<file path="src/rtl/lcd_controller.sv">
// Byte-level front end for the 4-bit HD44780 path: power-up wait, nibble-mode init, then byte writes.
// Optional feature LCD_CURSOR_TRACK_EN adds 16x2 cursor tracking with automatic line wrap.
module lcd_controller #(
    parameter int POWERUP_CYCLES   = 750000,
    parameter int LONG_INIT_DELAY  = 205000,
    parameter int SHORT_INIT_DELAY = 5000,
    parameter int CMD_DELAY        = 2000,
    parameter int LONG_CMD_DELAY   = 82000,
    parameter int NIBBLE_DELAY     = 50
) (
    input  logic        CLK,
    input  logic        RST_N,
    input  logic        wr_valid,
    input  logic        wr_rs,
    input  logic [7:0]  wr_data,
    output logic        wr_ready,
    output logic        init_done,
    output logic        sendCommand,
    output logic [4:0]  command,
    output logic [20:0] commandDelay,
    input  logic        commandDone
);

    // state      | meaning
    // POWERUP    | waiting POWERUP_CYCLES after reset
    // INIT_ISSUE | pulse one raw init nibble (0x3,0x3,0x3,0x2)
    // INIT_WAIT  | wait commandDone for init nibble
    // GAP        | one idle cycle after commandDone, then pick next step
    // IDLE       | init done, accepting bytes
    // HI_ISSUE   | pulse high nibble of current byte
    // HI_WAIT    | wait commandDone for high nibble
    // LO_ISSUE   | pulse low nibble of current byte
    // LO_WAIT    | wait commandDone for low nibble
    // FIX_ISSUE  | pulse a nibble of the line-wrap DDRAM address (tracking build)
    // FIX_WAIT   | wait commandDone for wrap nibble (tracking build)
    typedef enum logic [3:0] {
        POWERUP, INIT_ISSUE, INIT_WAIT, GAP, IDLE,
        HI_ISSUE, HI_WAIT, LO_ISSUE, LO_WAIT, FIX_ISSUE, FIX_WAIT
    } state_t;

    localparam int DELAY_MAX = (1 << 21) - 1;
    localparam int PW        = $clog2(POWERUP_CYCLES + 1);

    if (LONG_INIT_DELAY > DELAY_MAX || SHORT_INIT_DELAY > DELAY_MAX || CMD_DELAY > DELAY_MAX ||
        LONG_CMD_DELAY > DELAY_MAX || NIBBLE_DELAY > DELAY_MAX || POWERUP_CYCLES <= LONG_INIT_DELAY + 16)
    begin : g_bad_param
        $error("lcd_controller: illegal delay parameter");
    end

    localparam logic [20:0]   D_LONG_INIT  = 21'(LONG_INIT_DELAY);
    localparam logic [20:0]   D_SHORT_INIT = 21'(SHORT_INIT_DELAY);
    localparam logic [20:0]   D_CMD        = 21'(CMD_DELAY);
    localparam logic [20:0]   D_LONG_CMD   = 21'(LONG_CMD_DELAY);
    localparam logic [20:0]   D_NIBBLE     = 21'(NIBBLE_DELAY);
    localparam logic [PW-1:0] PWR_LAST     = PW'(POWERUP_CYCLES - 1);

    function automatic logic [3:0] init_nib(input logic [2:0] i);
        return (i == 3'd3) ? 4'h2 : 4'h3;
    endfunction

    function automatic logic [20:0] init_dly(input logic [2:0] i);
        case (i)
            3'd0:    return D_LONG_INIT;
            3'd1:    return D_SHORT_INIT;
            default: return D_CMD;
        endcase
    endfunction

    function automatic logic [7:0] init_byte(input logic [1:0] i);
        case (i)
            2'd0:    return 8'h28;
            2'd1:    return 8'h0C;
            2'd2:    return 8'h01;
            default: return 8'h06;
        endcase
    endfunction

    // clear (0x01) and home (0x02/0x03) need the long settle time
    function automatic logic [20:0] lo_delay(input logic rs, input logic [7:0] d);
        return (!rs && d[7:2] == 6'd0 && d != 8'd0) ? D_LONG_CMD : D_CMD;
    endfunction

    state_t          state_q, state_d, prev_q, prev_d;
    logic [PW-1:0]   pwr_cnt_q, pwr_cnt_d;
    logic [2:0]      idx_q, idx_d;
    logic            rs_q, rs_d;
    logic [7:0]      data_q, data_d;
    logic [4:0]      cmd_d;
    logic [20:0]     dly_d;
    logic            init_done_d;
`ifdef LCD_CURSOR_TRACK_EN
    logic            line_q, line_d, wrap_q, wrap_d, fix_lo_q, fix_lo_d;
    logic [3:0]      col_q, col_d;
    logic [7:0]      fix_byte;
`endif

    assign wr_ready    = (state_q == IDLE) && init_done;
    assign sendCommand = (state_q == INIT_ISSUE) || (state_q == HI_ISSUE) ||
                         (state_q == LO_ISSUE)   || (state_q == FIX_ISSUE);

    always_comb begin
        state_d     = state_q;
        prev_d      = prev_q;
        pwr_cnt_d   = pwr_cnt_q;
        idx_d       = idx_q;
        rs_d        = rs_q;
        data_d      = data_q;
        cmd_d       = command;
        dly_d       = commandDelay;
        init_done_d = init_done;
`ifdef LCD_CURSOR_TRACK_EN
        line_d      = line_q;
        col_d       = col_q;
        wrap_d      = wrap_q;
        fix_lo_d    = fix_lo_q;
        fix_byte    = line_q ? 8'h80 : 8'hC0;
`endif
        case (state_q)
            POWERUP: begin
                if (pwr_cnt_q == PWR_LAST) begin
                    state_d = INIT_ISSUE;
                    idx_d   = 3'd0;
                    cmd_d   = {1'b0, init_nib(3'd0)};
                    dly_d   = init_dly(3'd0);
                end else begin
                    pwr_cnt_d = pwr_cnt_q + 1'b1;
                end
            end
            INIT_ISSUE: state_d = INIT_WAIT;
            HI_ISSUE:   state_d = HI_WAIT;
            LO_ISSUE:   state_d = LO_WAIT;
            FIX_ISSUE:  state_d = FIX_WAIT;
            INIT_WAIT, HI_WAIT, LO_WAIT, FIX_WAIT: begin
                if (commandDone) begin
                    prev_d  = state_q;
                    state_d = GAP;
                end
            end
            GAP: begin
                state_d = IDLE;
                case (prev_q)
                    INIT_WAIT: begin
                        idx_d = idx_q + 3'd1;
                        if (idx_q == 3'd3) begin
                            rs_d    = 1'b0;
                            data_d  = init_byte(2'd0);
                            cmd_d   = {1'b0, data_d[7:4]};
                            dly_d   = D_NIBBLE;
                            state_d = HI_ISSUE;
                        end else begin
                            cmd_d   = {1'b0, init_nib(idx_d)};
                            dly_d   = init_dly(idx_d);
                            state_d = INIT_ISSUE;
                        end
                    end
                    HI_WAIT: begin
                        cmd_d   = {rs_q, data_q[3:0]};
                        dly_d   = lo_delay(rs_q, data_q);
                        state_d = LO_ISSUE;
                    end
                    LO_WAIT: begin
                        if (!init_done) begin
                            if (idx_q == 3'd7) begin
                                init_done_d = 1'b1;
                            end else begin
                                idx_d   = idx_q + 3'd1;
                                rs_d    = 1'b0;
                                data_d  = init_byte(idx_d[1:0]);
                                cmd_d   = {1'b0, data_d[7:4]};
                                dly_d   = D_NIBBLE;
                                state_d = HI_ISSUE;
                            end
                        end
`ifdef LCD_CURSOR_TRACK_EN
                        else if (wrap_q) begin
                            wrap_d   = 1'b0;
                            fix_lo_d = 1'b0;
                            line_d   = ~line_q;
                            rs_d     = 1'b0;
                            data_d   = fix_byte;
                            cmd_d    = {1'b0, fix_byte[7:4]};
                            dly_d    = D_NIBBLE;
                            state_d  = FIX_ISSUE;
                        end
`endif
                    end
`ifdef LCD_CURSOR_TRACK_EN
                    FIX_WAIT: begin
                        if (!fix_lo_q) begin
                            fix_lo_d = 1'b1;
                            cmd_d    = {1'b0, data_q[3:0]};
                            dly_d    = D_CMD;
                            state_d  = FIX_ISSUE;
                        end
                    end
`endif
                    default: state_d = IDLE;
                endcase
            end
            IDLE: begin
                if (wr_valid && init_done) begin
                    rs_d    = wr_rs;
                    data_d  = wr_data;
                    cmd_d   = {wr_rs, wr_data[7:4]};
                    dly_d   = D_NIBBLE;
                    state_d = HI_ISSUE;
`ifdef LCD_CURSOR_TRACK_EN
                    wrap_d  = 1'b0;
                    if (wr_rs) begin
                        col_d  = col_q + 4'd1;
                        wrap_d = (col_q == 4'hF);
                    end else if (wr_data[7]) begin
                        line_d = wr_data[6];
                        col_d  = wr_data[3:0];
                    end else if (wr_data[7:2] == 6'd0 && wr_data != 8'd0) begin
                        line_d = 1'b0;
                        col_d  = 4'd0;
                    end
`endif
                end
            end
            default: state_d = POWERUP;
        endcase
    end

    always_ff @(posedge CLK or negedge RST_N) begin
        if (!RST_N) begin
            state_q      <= POWERUP;
            prev_q       <= POWERUP;
            pwr_cnt_q    <= '0;
            idx_q        <= '0;
            rs_q         <= 1'b0;
            data_q       <= '0;
            command      <= '0;
            commandDelay <= '0;
            init_done    <= 1'b0;
        end else begin
            state_q      <= state_d;
            prev_q       <= prev_d;
            pwr_cnt_q    <= pwr_cnt_d;
            idx_q        <= idx_d;
            rs_q         <= rs_d;
            data_q       <= data_d;
            command      <= cmd_d;
            commandDelay <= dly_d;
            init_done    <= init_done_d;
        end
    end

`ifdef LCD_CURSOR_TRACK_EN
    always_ff @(posedge CLK or negedge RST_N) begin
        if (!RST_N) begin
            line_q   <= 1'b0;
            col_q    <= '0;
            wrap_q   <= 1'b0;
            fix_lo_q <= 1'b0;
        end else begin
            line_q   <= line_d;
            col_q    <= col_d;
            wrap_q   <= wrap_d;
            fix_lo_q <= fix_lo_d;
        end
    end
`endif

endmodule
</file>
<file path="config.mk">
export PLATFORM = sky130hd
export DESIGN_NAME = lcd_controller
export DESIGN_NICKNAME = d
export VERILOG_FILES = /design/src/rtl/lcd_controller.sv
export SDC_FILE = /design/constraint.sdc
export NUM_CORES = 1
export LEC_CHECK = 0
export ABC_AREA = 1
export ABC_CLOCK_PERIOD_IN_PS = 2000
export CORE_UTILIZATION = 32
export CTS_CLUSTER_SIZE = 30
export DETAILED_ROUTE_END_ITERATION = 12
export PLACE_DENSITY_LB_ADDON = 0.12
export SLEW_MARGIN = 10
export SYNTH_ARGS = -nofsm -noshare
export SYNTH_HDL_FRONTEND = slang
export SYNTH_SLANG_ARGS = --single-unit
export TNS_END_PERCENT = 50
</file>
<file path="constraint.sdc">
create_clock -name CLK -period 2 [get_ports CLK]
set_clock_uncertainty 0.1 [all_clocks]
set_input_delay 0.4 -clock CLK [delete_from_list [all_inputs] [get_ports CLK]]
set_output_delay 0.4 -clock CLK [all_outputs]
set_load 0.005 [all_outputs]
</file>
==> metrics.yaml, run 1 <==
status: "completed"
gp_congestion: 0.807
cts_htree_levels: 3
swShare: 0.440
required_ns: 1.50
grt_use_met3: 0.0430
grtUsageMet1: 0.235
final-max-slew-violation-count: 0
pre_cts_ws_ns: 0.154
insertion_delay_ns: 0.35
peakVddDrop_v: 0.000646
ant_nets: 0
combPwrFrac: 0.516
die_w_um: 108
cp_slowest_stage_delay_ns: 0.48
wl_per_cell_um: 12.8
critPathMaxFanout: 5
drv_cap: 0
dieArea_um2: 11600
p_sw_mw: 2.68
ys_seq_area_frac: 0.398
setup_ws_ns: 0.0854
clockRootBuffer: "clkbuf_8"
p_leak_nw: 2.14
cts_buffer_depth: 2
syn_area_um2: 3580
area_delta_synth_final_pct: 22.7
grt_pass1_wl_mm: 15.6
track_usage: 0.174
die_h_um: 108
cp_slowest_cell: "dfrtp_1"
final_cell_mix: "198 x nand2_1, 56 x dfrtp_1, 54 x nor2_1, 40 x inv_1, 40 x nand3_1"
synthDistinctLibCells: 33
grt-ovfl-total: 0
setup.worst_path.end_class: "output port"
antennaDiodeCount: 0
busiest_layer: "met2"
grt_max_degree: 58
synthSimpleGateAreaFrac: 0.418
cts_setup_buffers: 0
hold_class: "reg2reg"
synthXorXnorAreaFrac: 0.0171
yosys_register_bits: 57
synth-adder-area-share: 0.0280
clock_power_share: 0.194
p_int_mw: 3.40
min_period_over_period: 0.957
critPathArrivalTime_ns: 1.41
dr.pass1.iters: 4
cts.sinks: 57
rows: 38
synth_top_family_by_area: "simple AND/OR/NAND/NOR gates"
hpwl_mm: 6.77
drive_gt1_frac: 0.112
dpl_cell_area_um2: 4150
critPathLaunchType: "flip-flop"
max_freq_ghz: 0.522
fin_area_um2: 4390
syn_area_per_cell_um2: 7.01
mostFrequentLayoutCell: "nand2_1"
period_minus_slack_ns: 1.91
antenna_found_initial: 0
crit_chain: "nand2_2 -> o21ai_0 -> dlygate4sd2_1"
yosys_warnings: 0
initial_core_util: 0.329
drcViolationCount: 0
first_global_vias: 3174
vias: 3354
hold_viol: 0
cts_tree: "built"
io_buffers: 34
finalWirelength_mm: 9.08
power_density_nw_per_um2: 1380
core_um2: 10900
synth_cells: 511
setup_viol_count_final: 0
globalRouteMet2Util: 0.271
nNetsFinal: 586
power_frac_seq: 0.290
synth_compound_area_frac: 0.0507
routed_via_density: 4.72
synthMuxAreaShare: 0
pin_count: 42
numCtsBuffers: 9
drtIter0Drc: 119
rsz0062_at_grt: "yes"
path_class: "reg2out"
path_clk_slew_ns: 0.07
total_power_mw: 6.08
## cells in the mapped netlist
library cell | number | area (um^2)
nand2_1 | 199 | 747
dfrtp_1 | 57 | 1430
nor2_1 | 56 | 210
inv_1 | 40 | 150
nand3_1 | 40 | 200
o21ai_0 | 16 | 80.1
nand4_1 | 14 | 87.6
buf_4 | 12 | 90.1
nand3b_1 | 10 | 75.1
ha_1 | 8 | 100
nand2_2 | 6 | 37.5
o21ai_1 | 6 | 30.0
inv_2 | 5 | 18.8
nor3_1 | 5 | 25.0
a21oi_1 | 4 | 20.0
buf_2 | 4 | 20.0
xor2_1 | 4 | 35.0
buf_6 | 3 | 33.8
nor2_2 | 3 | 18.8
xnor2_1 | 3 | 26.3
a31oi_1 | 2 | 12.5
nor2_4 | 2 | 22.5
o21bai_1 | 2 | 15.0
a21oi_2 | 1 | 8.76
and3_1 | 1 | 6.26
conb_1 | 1 | 3.75
nand2_4 | 1 | 11.3
nand2_8 | 1 | 20.0
nand3_2 | 1 | 10.0
nand3_4 | 1 | 17.5
o211ai_1 | 1 | 7.51
o31ai_1 | 1 | 7.51
or2_2 | 1 | 6.26
## per-layer routing
layer	vias to the layer above	wire length, um
li1	1712	-
met3	8	377
met4	0	113
met1	1557	4580
met2	77	4010
met5	-	0
## timing repair
item	CTS	global route
gates resized for setup	5	6
cloned	0	0
pin swaps	1	0
endpoints found under the hold margin	57	0
endpoints found under the setup margin	2	19
hold buffers	1	0
## final cells by class
type                            instances  area, um^2
Fill cell                            1143        6490
Multi-Input combinational cell        396        1880
Sequential cell                        57        1430
Timing Repair Buffer                   56         526
Tap cell                              140         175
Inverter                               45         171
Clock buffer                           10         128
Clock inverter                          6        82.6
## per-stage QoR
step / std cells / hold slack (ns) / setup TNS [ns] / utilization
after CTS: 710 / 0.376 / 0 / 0.402
after global placement: 693 / 0.338 / 0 / 0.381
after detailed placement: 693 / 0.340 / 0 / 0.381
final: 710 / 0.371 / 0 / 0.404
after global routing: 710 / 0.406 / -0.000901 / 0.404
after floorplan: 517 / 0.00441 / 0 / -
## flip-flops by register name, summed over array words and instances (netlist names)
register      count
pwr_cnt_q        20
commandDelay     11
data_q            8
command           5
prev_q            4
state_q           4
idx_q             3
init_done         1
rs_q              1
## power by group through the flow
stage                     clock network [mW]  logic (mW)  registers (mW)
after floorplan                            0        2.07            1.74
after global placement                     0        3.08            1.77
after detailed placement                   0        3.10            1.77
after CTS                               1.22        3.12            1.76
after global routing                    1.28        3.55            1.81
final                                   1.18        3.13            1.76
## worst max-delay path, delay by kind of cell (launching register included)
kind / cells / cell delay, ns
DFF: 1 / 0.48
and+or+nand+nor: 1 / 0.16
AOI/OAI and AO/OA: 1 / 0.17
buffers and inverters: 1 / 0.26
## worst paths after layout
kind	start	to	slack [ns]	cells after the start
worst min register to register	command[2]	command[2]	0.37	2
worst max-delay path	state_q[1]	sendCommand	0.09	3
worst min-delay path	command[2]	command[2]	0.37	2
max in group asynchronous	RST_N	state_q[3]	1.03	3
worst max register to register	pwr_cnt_q[1]	idx_q[1]	0.15	9
min in group asynchronous	RST_N	commandDelay[5]	0.49	3
## logic make-up after synthesis
| logic type | Yosys count |
|---|---|
| compound gates | 33 |
| xor+xnor | 7 |
| fa+ha+maj | 8 |
| buf+inv | 64 |
| flops | 57 |
| other cells | 1 |
| simple gates | 341 |
Note: power is estimated with default switching activity, not from simulation.
==> run 2, diff against run 1 <==
--- a/config.mk
+++ b/config.mk
@@ -10,7 +10,7 @@
 export CORE_UTILIZATION = 32
 export CTS_CLUSTER_SIZE = 30
 export DETAILED_ROUTE_END_ITERATION = 12
-export PLACE_DENSITY_LB_ADDON = 0.12
+export PLACE_DENSITY = 0.57
 export SLEW_MARGIN = 10
 export SYNTH_ARGS = -nofsm -noshare
 export SYNTH_HDL_FRONTEND = slang
==> metrics.yaml, run 2 (synthesized netlist as in run 1, its figures left out) <==
path_clk_slew_ns: 0.07  # about the same
track_usage: 0.172  # was 0.174
required_ns: 1.50  # about the same
dieArea_um2: 11600  # unchanged
hold_class: "reg2reg"  # unchanged
startpoint: "state_q[0]"  # was state_q[1]
cts_tree: "built"  # unchanged
area_delta_synth_final_pct: 23.1  # was 22.7%
drtIter0Drc: 186  # was 119
grt-ovfl-total: 0  # unchanged
rsz0062_at_grt: "yes"  # unchanged
fin_area_um2: 4410  # was 4390 um^2
cts_buffer_depth: 2  # unchanged
insertion_delay_ns: 0.34  # was 0.35 ns
mostFrequentLayoutCell: "nand2_1"  # unchanged
pre_cts_ws_ns: 0.115  # was 0.154 ns
rr_endpoint: "idx_q[1]"  # unchanged
die_w_um: 108  # unchanged
drv_cap: 0  # unchanged
cts.sinks: 57  # unchanged
antenna_found_initial: 0  # unchanged
pin_count: 42  # unchanged
peakVddDrop_v: 0.000598  # was 0.000646 V
status: "completed"  # unchanged
cp_top_family: "buffers and inverters"  # was flip-flops
multi_input_area_um2: 1880  # about the same
nNetsFinal: 592  # was 586
regArea_um2: 1430  # unchanged
cts_htree_levels: 3  # unchanged
critPathArrivalTime_ns: 1.36  # was 1.41 ns
hold_viol: 0  # unchanged
path_depth: 4  # was 3
crit_chain: "buf_4 -> nand2_2 -> o21ai_1 -> dlygate4sd2_1"  # was nand2_2 -> o21ai_0 -> dlygate4sd2_1
critPathLaunchType: "flip-flop"  # unchanged
max_freq_ghz: 0.538  # was 0.522 GHz
p_leak_nw: 2.16  # was 2.14 nW
reg_top3: "pwr_cnt_q x20, commandDelay x11, data_q x8"  # unchanged
vias: 3327  # was 3354
gp_congestion: 0.876  # was 0.807
clockRootBuffer: "clkbuf_8"  # unchanged
path_class: "reg2out"  # unchanged
min_period_over_period: 0.929  # was 0.957
drive_gt1_frac: 0.125  # was 0.112
final_cell_mix: "198 x nand2_1, 56 x dfrtp_1, 52 x nor2_1, 40 x nand3_1, 39 x inv_1"  # was 198 x nand2_1, 56 x dfrtp_1, 54 x nor2_1, 40 x inv_1, 40 x nand3_1
cp_slowest_stage_delay_ns: 0.41  # was 0.48 ns
relSlewSlack: 0.668
dpl_cell_area_um2: 4140  # was 4150 um^2
first_global_vias: 3244  # was 3174
die_h_um: 108  # unchanged
power_density_nw_per_um2: 1350  # was 1380 nW/um^2
regMostFlops: "pwr_cnt_q"  # unchanged
tightest_slew_ns: 0.494
numCtsBuffers: 9  # unchanged
fillerInstances: 1175  # was 1143
io_buffers: 34  # unchanged
core_um2: 10900  # unchanged
regToRegSetupSlack_ns: 0.16  # was 0.15 ns
grt_pass1_wl_mm: 15.5  # was 15.6 mm
grt_max_degree: 26  # was 58
setup_viol_count_final: 0  # unchanged
worstReg2RegStart: "idx_q[0]"  # was pwr_cnt_q[1]
setup.worst_path.end_class: "output port"  # unchanged
crit_path_end: "sendCommand"  # unchanged
ff2ff_path_depth: 10  # was 9
antennaDiodeCount: 0  # unchanged
finalWirelength_mm: 9.07  # was 9.08 mm
period_minus_slack_ns: 1.86  # was 1.91 ns
dr.pass1.iters: 4  # unchanged
routed_via_density: 4.65  # was 4.72
critPathMaxFanout: 5  # unchanged
critPathBufInv: 2  # was 1
rows: 38  # unchanged
wl_per_cell_um: 12.7  # was 12.8 um
drcViolationCount: 0  # unchanged
setup_ws_ns: 0.142  # was 0.0854 ns
initial_core_util: 0.329  # unchanged
cp_slowest_cell: "dfrtp_1"  # unchanged
holdCritStartpoint: "command[4]"  # was command[2]
largest_register_ffs: 20  # unchanged
final-max-slew-violation-count: 0  # unchanged
total_power_mw: 5.95  # was 6.08 mW
ant_nets: 0  # unchanged
hpwl_mm: 6.95  # was 6.77 mm
## run 2: changes by cell type in the layout (fill, tap and decap cells not counted), moves of 2 or more
cell,delta
bufinv_16,-2
buf_4,+7
nor2_2,+3
nor2_1,-2
clkbuf_8,+4
## run 2: routing by layer
metal  up-vias  track usage  share of wire
met5         -            0              0
met4         0       0.0616          0.019
met3        16       0.0412          0.031
met2        61        0.291           0.48
met1      1523        0.212           0.47
li1       1727            -              -
## run 2: layout make-up
| cell class | count | share of cell area |
|---|---|---|
| multi-input cells | 396 | 0.427 |
| flip-flops and latches | 57 | 0.324 |
| repair buffers | 62 | 0.127 |
| clock buffers | 14 | 0.0415 |
| well taps | 140 | 0.0398 |
| inverters | 45 | 0.0389 |
| clock inverters | 2 | 0.00227 |
## run 2: stage by stage
step           utilization  TNS [ns]  std cells  hold WS, ns
6_report             0.405         0        716        0.375
5_1_grt              0.405   -0.0169        716        0.404
4_1_cts              0.402         0        714        0.380
3_5_place_dp         0.380         0        693        0.227
3_3_place_gp         0.380         0        693        0.228
2_1_floorplan            -         0        517      0.00441
## run 2: worst min path at each step
stage | end | slack (ns) | cells past startpoint
2_1_floorplan | commandDelay[10] | 0.004 | 0
3_3_place_gp | pwr_cnt_q[12] | 0.23 | 1
3_5_place_dp | pwr_cnt_q[12] | 0.23 | 1
4_1_cts | command[4] | 0.38 | 2
5_1_grt | command[3] | 0.40 | 2
6_report | command[4] | 0.37 | 2
## run 2: timing repair
action / 4_1_cts / 5_1_grt
setup endpoints to repair: 2 / 34
hold buffers: 1 / 0
gates resized for setup: 6 / 7
pin swaps: 1 / 0
setup buffers: 4 / 2
endpoints found under the hold margin: 11 / 0
## run 2: tightest hold or removal path, stage by stage (launching register included)
cell and delay, ns:
dfrtp_1 0.35, nand2_1 0.05, nand2_1 0.04
## run 2: where the power goes
| group | leakage, nW | switching (mW) | internal, mW |
|---|---|---|---|
| combinational | 1.30 | 1.89 | 1.25 |
| clock | 0.102 | 0.455 | 0.581 |
| sequential | 0.756 | 0.279 | 1.50 |
| total | 2.16 | 2.63 | 3.32 |
==> run 3, diff against run 2 <==
--- a/config.mk
+++ b/config.mk
@@ -10,7 +10,7 @@
 export CORE_UTILIZATION = 32
 export CTS_CLUSTER_SIZE = 30
 export DETAILED_ROUTE_END_ITERATION = 12
-export PLACE_DENSITY = 0.57
+export PLACE_DENSITY_LB_ADDON = 0.15
 export SLEW_MARGIN = 10
 export SYNTH_ARGS = -nofsm -noshare
 export SYNTH_HDL_FRONTEND = slang
==> metrics.yaml, run 3 (synthesized netlist as in run 1, its figures left out) <==
critPathArrivalTime_ns: 1.36  # about the same
p_sw_mw: 2.69  # was 2.63 mW
vias: 3303  # was 3327
reg_top3: "pwr_cnt_q x20, commandDelay x11, data_q x8"  # unchanged
critPathLaunchType: "flip-flop"  # unchanged
grt_max_degree: 58  # was 26
p_int_mw: 3.35  # was 3.32 mW
dpl_cell_area_um2: 4210  # was 4140 um^2
power_density_nw_per_um2: 1360  # was 1350 nW/um^2
path_clk_slew_ns: 0.07  # about the same
p_leak_nw: 2.18  # was 2.16 nW
dr.pass1.iters: 5  # was 4
setup.worst_path.end_class: "output port"  # unchanged
finalWirelength_mm: 9.07  # about the same
mostFrequentLayoutCell: "nand2_1"  # unchanged
cts_buffer_depth: 2  # unchanged
status: "completed"  # unchanged
multi_input_area_um2: 1890  # was 1880 um^2
clock_power_share: 0.184  # was 0.174
regMostFlops: "pwr_cnt_q"  # unchanged
setup_ws_ns: 0.141  # was 0.142 ns
antennaDiodeCount: 0  # unchanged
setup_viol_count_final: 0  # unchanged
die_h_um: 108  # unchanged
area_delta_synth_final_pct: 24.1  # was 23.1%
routed_via_density: 4.60  # was 4.65
largest_register_ffs: 20  # unchanged
peakVddDrop_v: 0.000574  # was 0.000598 V
power_frac_seq: 0.291  # was 0.298
die_w_um: 108  # unchanged
regArea_um2: 1430  # unchanged
final_cell_mix: "198 x nand2_1, 56 x dfrtp_1, 54 x nor2_1, 40 x inv_1, 40 x nand3_1"  # was 198 x nand2_1, 56 x dfrtp_1, 52 x nor2_1, 40 x nand3_1, 39 x inv_1
wl_per_cell_um: 12.6  # was 12.7 um
dieArea_um2: 11600  # unchanged
fin_tns_setup_ns: 0  # unchanged
rows: 38  # unchanged
swShare: 0.445  # was 0.441
hold_class: "reg2reg"  # unchanged
initial_core_util: 0.329  # unchanged
ant_nets: 0  # unchanged
track_usage: 0.174  # was 0.172
max_freq_ghz: 0.538  # about the same
io_buffers: 34  # unchanged
first_global_vias: 3183  # was 3244
period_minus_slack_ns: 1.86  # about the same
rsz0062_at_grt: "yes"  # unchanged
drtIter0Drc: 85  # was 186
final-max-slew-violation-count: 0  # unchanged
nNetsFinal: 594  # was 592
cts_tree: "built"  # unchanged
core_um2: 10900  # unchanged
required_ns: 1.50  # about the same
whs_ns: 0.372  # was 0.375 ns
hold_viol: 0  # unchanged
antenna_found_initial: 0  # unchanged
gp_congestion: 0.915  # was 0.876
cts.sinks: 57  # unchanged
path_class: "reg2out"  # unchanged
grt_pass1_wl_mm: 15.5  # about the same
clockRootBuffer: "clkbuf_8"  # unchanged
pin_count: 42  # unchanged
cts_htree_levels: 3  # unchanged
min_period_over_period: 0.930  # was 0.929
critPathMaxFanout: 5  # unchanged
combPwrFrac: 0.525  # was 0.528
drv_cap: 0  # unchanged
pre_cts_ws_ns: 0.124  # was 0.115 ns
fin_area_um2: 4450  # was 4410 um^2
hpwl_mm: 6.77  # was 6.95 mm
numCtsBuffers: 9  # unchanged
drive_gt1_frac: 0.125  # about the same
grt-ovfl-total: 0  # unchanged
insertion_delay_ns: 0.36  # was 0.34 ns
drcViolationCount: 0  # unchanged
fillerInstances: 1157  # was 1175
## run 3: changes by cell type in the layout (fill, tap and decap cells not counted)
cell,change
nor2_1,+2
nor2_4,+1
bufinv_16,+1
inv_1,+1
dlygate4sd2_1,-1
nor2_2,-3
inv_2,-1
o21ai_1,-1
buf_12,+1
clkbuf_8,-3
buf_4,+1
dlymetal6s2s_1,+1
clkinvlp_4,+2
o21ai_2,+1
## run 3: timing repair
action / in CTS / in global routing
hold endpoints to repair: 57 / 0
endpoints found under the setup margin: 2 / 6
buffers inserted: 1 / 0
pin swaps: 2 / 0
hold buffers: 1 / 0
gates resized for setup: 7 / 5
## run 3: worst paths after layout
check | startpoint | endpoint | slack (ns) | cells after the start
max in group asynchronous | RST_N | state_q[3] | 1.03 | 3
worst max-delay path | state_q[2] | wr_ready | 0.14 | 5
worst max register to register | idx_q[0] | commandDelay[10] | 0.14 | 9
worst min register to register | command[4] | command[4] | 0.37 | 2
min in group asynchronous | RST_N | commandDelay[13] | 0.48 | 3
worst min-delay path | command[4] | command[4] | 0.37 | 2
## run 3: layout make-up
cell class                 instances  area share
inverter                          45      0.0386
multi-input combinational        396       0.424
sequential                        57       0.321
clock inverter                     5      0.0124
timing repair buffer              64       0.133
clock buffer                      11      0.0318
tap                              140      0.0394
## run 3: metrics by stage
stage / std cells / power, mW / utilization
finish: 718 / 6.04 / 0.408
CTS: 718 / 6.06 / 0.407
detailed placement: 700 / 4.89 / 0.386
floorplan: 517 / 3.82 / -
global route: 718 / 6.61 / 0.408
global placement: 700 / 4.86 / 0.386
## run 3: critical path, stage by stage, from the launching register on
cell and delay, ns:
dfrtp_1 0.43, inv_2 0.09, nor2_4 0.10, nand2_2 0.06, nor2_1 0.08, dlygate4sd2_1 0.24
## run 3: power by group through the flow
stage | combinational (mW) | sequential [mW] | clock [mW]
6_report | 3.17 | 1.76 | 1.11
5_1_grt | 3.61 | 1.81 | 1.19
4_1_cts | 3.17 | 1.76 | 1.13
3_5_place_dp | 3.12 | 1.77 | 0
3_3_place_gp | 3.10 | 1.76 | 0
2_1_floorplan | 2.07 | 1.74 | 0
## run 3: metal layers
metal	part of all wire	wire length, um	up-vias	global-route usage
met1	0.50	4540	1492	0.233
met3	0.041	374	11	0.0508
met4	0.012	106	0	0.0519
met5	0	0	-	0
li1	-	-	1740	-
met2	0.45	4040	60	0.268
